--- src/rtl/spi_master.sv ---
// Byte-wide SPI master, mode 0 (CPOL=0, CPHA=0), MSB first, start/done handshake.
// Optional: define SPI_MASTER_BURST_EN to chain transfers from the last TRAIL cycle without releasing ss.
module spi_master #(
    parameter int DIV   = 4,
    parameter int WIDTH = 8
) (
    input  logic             clk,
    input  logic             rst,
    input  logic             start,
    input  logic [WIDTH-1:0] data_in,
    output logic [WIDTH-1:0] data_out,
    output logic             busy,
    output logic             done,
    output logic             ss,
    output logic             sclk,
    output logic             mosi,
    input  logic             miso
);

    localparam int HW = $clog2(DIV + 1);
    localparam int BW = $clog2(WIDTH + 1);

    typedef enum logic [1:0] {
        IDLE,
        LEAD,
        XFER,
        TRAIL
    } state_t;

    state_t           state_q, state_d;
    logic [HW-1:0]    half_q, half_d;
    logic [BW-1:0]    bit_q, bit_d;
    logic             sclk_q, sclk_d;
    logic [WIDTH-1:0] tx_q, tx_d;
    logic [WIDTH-1:0] rx_q, rx_d;
    logic [WIDTH-1:0] dout_q, dout_d;
    logic             done_q, done_d;
    logic             half_last;

    assign half_last = (half_q == HW'(DIV - 1));

    always_comb begin
        state_d = state_q;
        half_d  = half_q;
        bit_d   = bit_q;
        sclk_d  = sclk_q;
        tx_d    = tx_q;
        rx_d    = rx_q;
        dout_d  = dout_q;
        done_d  = 1'b0;
        case (state_q)
            IDLE: begin
                if (start) begin
                    tx_d    = data_in;
                    rx_d    = '0;
                    bit_d   = '0;
                    half_d  = '0;
                    state_d = LEAD;
                end
            end
            LEAD: begin
                bit_d = '0;
                if (half_last) begin
                    half_d  = '0;
                    state_d = XFER;
                end else begin
                    half_d = half_q + HW'(1);
                end
            end
            XFER: begin
                if (half_last) begin
                    half_d = '0;
                    sclk_d = ~sclk_q;
                    if (!sclk_q) begin
                        rx_d = {rx_q[WIDTH-2:0], miso};
                    end else begin
                        bit_d = bit_q + BW'(1);
                        // The last bit stays on mosi through TRAIL, so no shift on the final fall.
                        if (bit_q == BW'(WIDTH - 1)) begin
                            state_d = TRAIL;
                        end else begin
                            tx_d = {tx_q[WIDTH-2:0], 1'b0};
                        end
                    end
                end else begin
                    half_d = half_q + HW'(1);
                end
            end
            TRAIL: begin
                if (half_last) begin
                    half_d  = '0;
                    done_d  = 1'b1;
                    dout_d  = rx_q;
                    state_d = IDLE;
`ifdef SPI_MASTER_BURST_EN
                    if (start) begin
                        tx_d    = data_in;
                        rx_d    = '0;
                        bit_d   = '0;
                        state_d = XFER;
                    end
`endif
                end else begin
                    half_d = half_q + HW'(1);
                end
            end
            default: state_d = IDLE;
        endcase
    end

    always_ff @(posedge clk) begin
        if (rst) begin
            state_q <= IDLE;
            half_q  <= '0;
            bit_q   <= '0;
            sclk_q  <= 1'b0;
            tx_q    <= '0;
            rx_q    <= '0;
            dout_q  <= '0;
            done_q  <= 1'b0;
        end else begin
            state_q <= state_d;
            half_q  <= half_d;
            bit_q   <= bit_d;
            sclk_q  <= sclk_d;
            tx_q    <= tx_d;
            rx_q    <= rx_d;
            dout_q  <= dout_d;
            done_q  <= done_d;
        end
    end

    assign ss       = (state_q == IDLE);
    assign busy     = (state_q != IDLE);
    assign sclk     = sclk_q;
    assign mosi     = (state_q == IDLE) ? 1'b0 : tx_q[WIDTH-1];
    assign done     = done_q;
    assign data_out = dout_q;

endmodule

--- config.mk ---
export PLATFORM = sky130hd
export DESIGN_NAME = spi_master
export DESIGN_NICKNAME = d
export VERILOG_FILES = /design/src/rtl/spi_master.sv
export SDC_FILE = /design/constraint.sdc
export NUM_CORES = 1
export LEC_CHECK = 0
export CORE_ASPECT_RATIO = 0.7
export CORE_UTILIZATION = 49
export DETAILED_ROUTE_END_ITERATION = 8
export GPL_TIMING_DRIVEN = 0
export PLACE_DENSITY = 0.74
export SETUP_SLACK_MARGIN = 0.15
export SYNTH_ARGS = -nofsm -noshare
export SYNTH_HDL_FRONTEND = slang
export SYNTH_SLANG_ARGS = --single-unit
export TNS_END_PERCENT = 1
--- constraint.sdc ---
create_clock -name clk -period 1.9 [get_ports clk]
set_input_delay 0.38 -clock clk [delete_from_list [all_inputs] [get_ports clk]]
set_output_delay 0.38 -clock clk [all_outputs]
set_load 0.01 [all_outputs]
==> results.rst, run 1 <==
.. list-table::
   :header-rows: 1

   * - Metric
     - Value
   * - Register area share after synthesis
     - 0.4423
   * - Max Clock Skew
     - 0.003680 ns
   * - Setup TNS Final
     - 0 ns
   * - Vias in the first global route
     - 1336
   * - Number of buffers on the longest clock path
     - 2
   * - Final setup violation count
     - 0
   * - Dominant synthesized flop cell
     - sky130_fd_sc_hd__dfxtp_1
   * - CTS sink count
     - 35
   * - Count of nets left with antenna violations after detail routing
     - 0
   * - Minimum clock period after layout
     - 1.751 ns
   * - Synth Area per Inst
     - 9.209 µm²
   * - Post-Route Utilization
     - 0.6798
   * - Unrepaired setup endpoints after global routing
     - yes
   * - Netlist cell types
     - 35
   * - Final-report max-slew violation count
     - 0
   * - Fmax
     - 0.5712 GHz
   * - Post-route non-filler standard cell count
     - 239
   * - Maximum resistive drop on vdd
     - 0.6855 mV
   * - Synth-to-layout area growth
     - 25.43%
   * - GRT Overall Usage
     - 0.2352
   * - Post-synth net total
     - 191
   * - Weighted congestion at the end of routability-driven global placement
     - 0.7950
   * - Vias post-DR
     - 1428
   * - Type of the tightest min-delay check
     - flop to flop
   * - Router iterations before antenna repair
     - 4
   * - Die span in y
     - 49.57 µm
   * - H-tree Lvls
     - 2
   * - Syn Inst Count
     - 172
   * - Fraction of power spent switching nets
     - 0.3434
   * - Type of element capturing the critical path
     - flop
   * - CTS root buffer
     - sky130_fd_sc_hd__clkbuf_8
   * - Endpoints failing hold
     - 0
   * - Clock transition time at the flip-flop clock pins of the worst setup and hold paths
     - 0.07 ns
   * - Floorplan Core Area
     - 2923 µm²
   * - Total power draw
     - 2.184 mW
   * - Result of the run
     - completed
   * - Combinational cell fraction of total power
     - 0.351
   * - Cell Area, Synth
     - 1584 µm²
   * - Net load switching power
     - 750.0 µW
   * - Ranking of synthesized cells by instance count
     - sky130_fd_sc_hd__dfxtp_1 (35), sky130_fd_sc_hd__a21oi_1 (20), sky130_fd_sc_hd__nor2_1 (15), sky130_fd_sc_hd__nand2_1 (11), sky130_fd_sc_hd__nand3_1 (11)
   * - Hold buffers post-CTS
     - 0
   * - Critical path data required time
     - 2.05 ns
   * - Top fanout value on the critical path
     - 8
   * - Area of all placed cells without fillers
     - 1987 µm²
   * - Share of power burned in registers
     - 0.403
   * - Async S/R FF share, synth
     - 0
   * - Cells taking the most area after synthesis
     - sky130_fd_sc_hd__dfxtp_1 (44%), sky130_fd_sc_hd__a21oi_1 (6.3%), sky130_fd_sc_hd__ha_1 (5.5%)
   * - Leading area contributor after synthesis
     - sky130_fd_sc_hd__dfxtp_1
   * - Clock buffers created by TritonCTS
     - 5
   * - Areal power density over the cells
     - 1099 nW/µm²
   * - Die area
     - 3468 µm²
   * - Critical path startpoint category
     - flop
   * - Antenna diode count
     - 0
   * - Cell area after placement
     - 1859 µm²
   * - Count of input and output buffers
     - 23
   * - Count of maximum capacitance violations
     - 0
   * - Most common cell in the synthesized netlist
     - sky130_fd_sc_hd__dfxtp_1
   * - Arrival time reported for the critical path endpoint
     - 1.90 ns
   * - Register-to-register path setup slack
     - 0.15 ns
   * - Layout fillers
     - 229
   * - Leakage power of the design
     - 0.7166 nW
   * - Crit path max-delay cell type
     - sky130_fd_sc_hd__dfxtp_2
   * - EDFF count, synth
     - 0
   * - Placement row count
     - 16
   * - Grt total ovfl
     - 0
   * - DRC violation count after routing
     - 0
   * - Antenna violations before repair
     - 0
   * - Critical path type
     - flop to flop
   * - Slew headroom
     - 0.5687
   * - Number of DRC markers in iteration 0
     - 108
   * - Final period utilization
     - 0.9214
   * - Worst-skew pair later-pin latency
     - 0.28 ns
   * - First-pass GRT wire length
     - 6423 µm
   * - Top cell type's share of synthesized area
     - 0.4423
   * - Share of post-route cells with drive strength above 1
     - 0.1281
   * - Total wire length
     - 3742 µm
   * - Avg WL per Cell
     - 15.66 µm
   * - Cell Chain, Critical Path
     - inv_2, ha_2, nor4bb_1, o21ai_1, a22oi_1, nor2_1
   * - Clock tree from TritonCTS
     - built
   * - Detailed placement HPWL
     - 2587 µm
   * - Die W
     - 69.96 µm
   * - Crit-path max cell delay
     - 0.34 ns
   * - Seq cells post-synth
     - 35
   * - Yosys warns
     - 0
   * - Internal cell power
     - 1.434 mW
   * - Worst path buffer plus inverter count
     - 1
   * - Number of cells in the design after placement
     - 231
   * - Largest net degree at the start of global routing
     - 11
   * - Count of pins on the block boundary
     - 25
   * - Final net count
     - 222
   * - Mean number of vias per cell
     - 5.975
   * - Initial cell density of the core
     - 0.5420
   * - Part of the total power dissipated in the clock network
     - 0.246
   * - Cell family with most CP delay
     - compound AO/OA/AOI/OAI gates
   * - Worst slew pin tran
     - 0.6427 ns
## path summary, 6_finish.rpt
path | from | to | cells after the start
worst max-delay path | state_q[0]$_SDFFE_PP0P_ | rx_q[5]$_SDFFE_PP0P_ | 6
worst min-delay path | data_out[3]$_SDFFE_PP0P_ | data_out[3]$_SDFFE_PP0P_ | 2
worst max register to register | state_q[0]$_SDFFE_PP0P_ | rx_q[5]$_SDFFE_PP0P_ | 6
worst min register to register | data_out[3]$_SDFFE_PP0P_ | data_out[3]$_SDFFE_PP0P_ | 2
## metal layers
metal	GRT usage	up-vias	routed length, µm
li1	-	691	-
met1	0.3384	686	1817
met2	0.3478	44	1688
met3	0.06339	7	203
met4	0.06000	0	33
met5	0	-	0
## state kept, by name, indices dropped and copies added (netlist names)
signal,flops
sclk,1
done,1
half_q,3
data_out,8
tx_q,8
state_q,2
bit_q,4
rx_q,8
## stage by stage
step / hold WS [ns] / worst slack, ns
floorplan: 0.4334 / 0.1909
global placement: 0.4429 / 0.03219
detailed placement: 0.4472 / -0.02854
CTS: 0.4561 / 0.02776
global route: 0.4823 / 0.06224
finish: 0.4544 / 0.1493
## power by group through the flow
| stage | sequential [mW] | combinational [mW] | clock, mW |
|---|---|---|---|
| final | 0.881 | 0.766 | 0.537 |
| after global routing | 0.892 | 0.834 | 0.582 |
| after CTS | 0.877 | 0.736 | 0.543 |
| after detailed placement | 0.888 | 0.717 | 0 |
| after global placement | 0.883 | 0.680 | 0 |
| after floorplan | 0.872 | 0.517 | 0 |
## cell families (layout without fill, tap and decap cells)
| kind of cell | count (synthesis) | count (layout) | share of synthesized area |
|---|---|---|---|
| xor+xnor | 1 | 1 | 0.005530 |
| buf+inv | 15 | 46 | 0.04817 |
| simple gates | 56 | 56 | 0.1832 |
| mux | 9 | 9 | 0.05766 |
| fa+ha+maj | 7 | 7 | 0.05529 |
| flops | 35 | 35 | 0.4423 |
| compound gates | 49 | 49 | 0.2077 |
## repair_timing
item,in CTS,in global routing
gates resized for setup,8,7
endpoints found under the setup margin,25,32
pin swaps,0,0
buffers inserted,0,1
## layout make-up
cell class                      instances  area [µm²]  share of cell area
Multi-Input combinational cell        122       835.8              0.4207
Sequential cell                        35       703.2              0.3539
Timing Repair Buffer                   24       237.7              0.1196
Clock buffer                            6       82.58             0.04156
Buffer                                 11       62.56             0.03149
Tap cell                               36       45.04             0.02267
Inverter                                4       15.01            0.007557
Clock inverter                          1       5.005            0.002519
## worst reg2reg max path: cells and delay by family (launching register included)
kind	cells	cell delay, ns
AO/OA/AOI/OAI	2	0.51
buffers and inverters	1	0.10
AND/OR/NAND/NOR	2	0.39
adder cells (fa/ha/maj)	1	0.28
flip-flops	1	0.34
## cell usage in the layout, fill, tap and decap left out, types with 2 or more instances in the layout
cell                              instances
sky130_fd_sc_hd__a211o_1                  2
sky130_fd_sc_hd__a21o_1                   2
sky130_fd_sc_hd__a21oi_1                 20
sky130_fd_sc_hd__a22oi_1                  8
sky130_fd_sc_hd__a311oi_1                 8
sky130_fd_sc_hd__buf_4                    4
sky130_fd_sc_hd__clkbuf_1                 5
sky130_fd_sc_hd__clkbuf_8                 6
sky130_fd_sc_hd__clkdlybuf4s50_1         20
sky130_fd_sc_hd__dfxtp_1                 33
sky130_fd_sc_hd__dfxtp_2                  2
sky130_fd_sc_hd__dlygate4sd2_1            2
sky130_fd_sc_hd__ha_1                     5
sky130_fd_sc_hd__inv_1                    2
sky130_fd_sc_hd__inv_2                    2
sky130_fd_sc_hd__mux2i_1                  8
sky130_fd_sc_hd__nand2_1                 11
sky130_fd_sc_hd__nand2b_1                 4
sky130_fd_sc_hd__nand3_1                 11
sky130_fd_sc_hd__nand3b_1                 2
sky130_fd_sc_hd__nor2_1                  15
sky130_fd_sc_hd__nor2b_1                  3
sky130_fd_sc_hd__nor4_1                   2
sky130_fd_sc_hd__o21ai_0                  3
Note: power is estimated with default switching activity, not from simulation.
==> inputs of run 2 (changes only) <==
ABC_AREA = 1   (was default)
PLACE_DENSITY = 0.73   (was 0.74)
==> run 2 against run 1 <==
Compared with the run above:
- clock power about the same
- via count up 7.1%
- sequential power is essentially flat
- final area rose by 7.1%
- first-iteration DRC count is 20% lower
- maximum frequency increased by 4.6%
- worst setup slack improved by 0.078 ns
- final cell count increased by 28%
- core utilization fell by 2.6 points
- flip-flop and latch count is the same
- synthesized cell count grew 33%
- critical endpoint is now mosi
- highest routed layer unchanged
==> results.rst, run 2 <==
.. list-table::
   :header-rows: 1

   * - Metric
     - Value
   * - Result of the run
     - completed
   * - Yosys warns
     - 0 (unchanged)
   * - Most common cell in the synthesized netlist
     - sky130_fd_sc_hd__nand2_1
   * - Fmax
     - 0.5977 GHz (+4.6%)
   * - Number of buffers on the longest clock path
     - 2 (unchanged)
   * - Most common cell after layout, fill and taps aside
     - sky130_fd_sc_hd__nand2_1
   * - Ranking of synthesized cells by instance count
     - sky130_fd_sc_hd__nand2_1 (50), sky130_fd_sc_hd__dfxtp_1 (35), sky130_fd_sc_hd__a21oi_1 (23), sky130_fd_sc_hd__nor2_1 (22), sky130_fd_sc_hd__nand3_1 (21)
   * - Floorplan Core Area
     - 3254 µm² (+11%)
   * - Setup TNS Final
     - 0 ns (unchanged)
   * - Clock tree from TritonCTS
     - built
   * - CTS sink count
     - 35 (unchanged)
   * - Launching point of the worst reg2reg path
     - state_q[0]$_SDFFE_PP0P_
   * - Leakage power of the design
     - 0.8532 nW (+19%)
   * - Syn Inst Count
     - 229 (+33%)
   * - Seq cells post-synth
     - 35 (unchanged)
   * - Cell area after placement
     - 2026 µm² (+9.0%)
   * - EDFF count, synth
     - 0 (unchanged)
   * - Max Clock Skew
     - 0.006571 ns (+0.002891 ns)
   * - Grt total ovfl
     - 0 (unchanged)
   * - Total wire length
     - 3680 µm (-1.7%)
   * - Register-to-register path setup slack
     - 0.32 ns (+0.17 ns)
   * - Type of the tightest min-delay check
     - flop to flop
   * - Number of cells in the design after placement
     - 300 (+30%)
   * - Antenna diode count
     - 0 (unchanged)
   * - Post-Route Utilization
     - 0.6536 (-0.02620)
   * - Vias in the first global route
     - 1400 (+4.8%)
   * - Worst path buffer plus inverter count
     - 2 (+1)
   * - Avg WL per Cell
     - 11.99 µm (-23%)
   * - Worst slew pin tran
     - 0.4935 ns (-0.1492 ns)
   * - Unrepaired setup endpoints after global routing
     - no
   * - Post-synth net total
     - 248 (+30%)
   * - Cells taking the most area after synthesis
     - sky130_fd_sc_hd__dfxtp_1 (41%), sky130_fd_sc_hd__nand2_1 (11%), sky130_fd_sc_hd__a21oi_1 (6.7%)
   * - Top cell type's share of synthesized area
     - 0.4058 (-0.03654)
   * - Type of element capturing the critical path
     - output port
   * - Cell Chain, Critical Path
     - inv_1, ha_4, nor2_1, dlygate4sd2_1
   * - Async S/R FF share, synth
     - 0 (unchanged)
   * - Hold buffers post-CTS
     - 0 (unchanged)
   * - Slew headroom
     - 0.6710 (+0.1023)
   * - CTS resizes
     - 8 (unchanged)
   * - Cell family with most CP delay
     - buffers and inverters
   * - Vias post-DR
     - 1530 (+7.1%)
   * - Cell Area, Synth
     - 1727 µm² (+9.0%)
   * - Leading area contributor after synthesis
     - sky130_fd_sc_hd__dfxtp_1
   * - CTS root buffer
     - sky130_fd_sc_hd__clkbuf_8
   * - DRC violation count after routing
     - 0 (unchanged)
   * - Post-CTS setup repair buffer count
     - 0 (unchanged)
   * - Antenna violations before repair
     - 0 (unchanged)
   * - Minimum clock period after layout
     - 1.673 ns (-0.07763 ns)
   * - Area of all placed cells without fillers
     - 2127 µm² (+7.1%)
   * - Synth-to-layout area growth
     - 23.19%
   * - Endpoints failing hold
     - 0 (unchanged)
   * - Initial cell density of the core
     - 0.5306 (-0.01139)
   * - Number of DRC markers in iteration 0
     - 86 (-20%)
   * - Critical path type
     - flop to output port
   * - Placement row count
     - 17 (+1)
   * - Areal power density over the cells
     - 1212 nW/µm² (+10%)
   * - Final setup violation count
     - 0 (unchanged)
   * - Top fanout value on the critical path
     - 5 (-3)
   * - Leading cell types in the layout, fill and taps excluded
     - sky130_fd_sc_hd__nand2_1 (50), sky130_fd_sc_hd__dfxtp_1 (33), sky130_fd_sc_hd__a21oi_1 (23)
   * - Mean number of vias per cell
     - 4.984 (-17%)
   * - GRT Overall Usage
     - 0.2258 (-0.009438)
   * - Share of post-route cells with drive strength above 1
     - 0.1577 (+0.02961)
   * - Largest net degree at the start of global routing
     - 11 (unchanged)
   * - Count of pins on the block boundary
     - 25 (unchanged)
   * - Die W
     - 72.95 µm (+4.3%)
   * - Netlist cell types
     - 24 (-31%)
   * - Critical path data required time
     - 1.52 ns (-0.53 ns)
   * - Post-route non-filler standard cell count
     - 307 (+28%)
   * - Clock transition time at the flip-flop clock pins of the worst setup and hold paths
     - 0.07 ns (about the same)
   * - Synth Area per Inst
     - 7.540 µm² (-18%)
   * - DP Worst Slack
     - 0.06340 ns (+0.09194 ns)
   * - Register area share after synthesis
     - 0.4058 (-0.03654)
   * - H-tree Lvls
     - 2 (unchanged)
   * - Timing startpoint of the critical path
     - state_q[1]$_SDFFE_PP0P_
   * - Slack of the critical path
     - 0.2269 ns (+0.07763 ns)
   * - Final net count
     - 279 (+26%)
   * - Router iterations before antenna repair
     - 4 (unchanged)
   * - Count of maximum capacitance violations
     - 0 (unchanged)
   * - Crit-path max cell delay
     - 0.35 ns (about the same)
   * - Count of input and output buffers
     - 24 (+4.3%)
   * - Final-report max-slew violation count
     - 0 (unchanged)
   * - Die span in y
     - 51.67 µm (+4.2%)
   * - Worst-skew pair later-pin latency
     - 0.28 ns (about the same)
   * - Detailed placement HPWL
     - 2651 µm (+2.5%)
   * - Clock buffers created by TritonCTS
     - 5 (unchanged)
   * - Die area
     - 3769 µm² (+8.7%)
   * - Dominant synthesized flop cell
     - sky130_fd_sc_hd__dfxtp_1
   * - Critical path startpoint category
     - flop
   * - Maximum resistive drop on vdd
     - 0.7803 mV (+14%)
   * - Final period utilization
     - 0.8806 (-0.04086)
   * - First-pass GRT wire length
     - 6465 µm (+0.65%)
   * - Count of nets left with antenna violations after detail routing
     - 0 (unchanged)
   * - Hold Startpoint
     - data_out[1]$_SDFFE_PP0P_
   * - Crit path max-delay cell type
     - sky130_fd_sc_hd__dfxtp_2
   * - Arrival time reported for the critical path endpoint
     - 1.29 ns (-0.61 ns)
   * - Weighted congestion at the end of routability-driven global placement
     - 0.8482 (+6.7%)
run 2: cell count changes in the layout (fill, tap and decap cells not counted), sizes merged, moves of 4 or more:
cell    before  now
nand2       11   58
a311oi       8    0
mux2i        8    0
nor2        15   31
a21boi       0    7
a22oi        8    0
nand4        1   11
nand3       11   22
inv          4   17
nor2b        4    0
nand2b       4    0
run 2: power breakdown:
group | leakage, nW | switching (mW) | internal, mW
registers | 0.285 | 0.0603 | 0.824
clock network | 0.0470 | 0.252 | 0.284
logic | 0.521 | 0.719 | 0.440
run 2: kinds of logic after synthesis:
group / Yosys count / synth area share
xor gates and xnor gates: 1 / 0.005073
buffers and inverters: 27 / 0.07464
DFF: 35 / 0.4058
AOI/OAI and AO/OA: 35 / 0.1152
adders and majority gates: 7 / 0.05072
and+or+nand+nor: 124 / 0.3486
run 2: layer usage:
layer | vias to the layer above | share of wire | track usage
met2 | 31 | 0.39 | 0.3427
li1 | 810 | - | -
met3 | 4 | 0.045 | 0.05814
met1 | 685 | 0.55 | 0.3213
met4 | 0 | 0.0073 | 0.04902
met5 | - | 0 | 0
run 2: cell type report:
cell class / count / area [µm²]
well taps: 47 / 58.81
plain buffers: 10 / 65.06
clock buffers: 6 / 82.58
multi-input cells: 167 / 912.1
clock inverters: 1 / 5.005
flip-flops and latches: 35 / 703.2
inverters: 17 / 63.81
repair buffers: 24 / 236.5
fillers: 296 / 1127
run 2: path summary, 6_finish.rpt:
path	end	cells past startpoint
max	mosi	4
min	data_out[1]$_SDFFE_PP0P_	2
max reg2reg	bit_q[2]$_SDFFE_PP0P_	8
min reg2reg	data_out[1]$_SDFFE_PP0P_	2
run 2: stage by stage:
step           hold slack (ns)  power [mW]
2_1_floorplan           0.4283       1.755
3_3_place_gp            0.4464       2.008
3_5_place_dp            0.4496       2.026
4_1_cts                 0.4612       2.574
5_1_grt                 0.4766       2.775
6_report                0.4620       2.579
run 2: tightest hold or removal path, cell delays in order (launching register included):
cell	delay (ns)
sky130_fd_sc_hd__dfxtp_1	0.31
sky130_fd_sc_hd__nand2_1	0.06
sky130_fd_sc_hd__a21oi_1	0.05
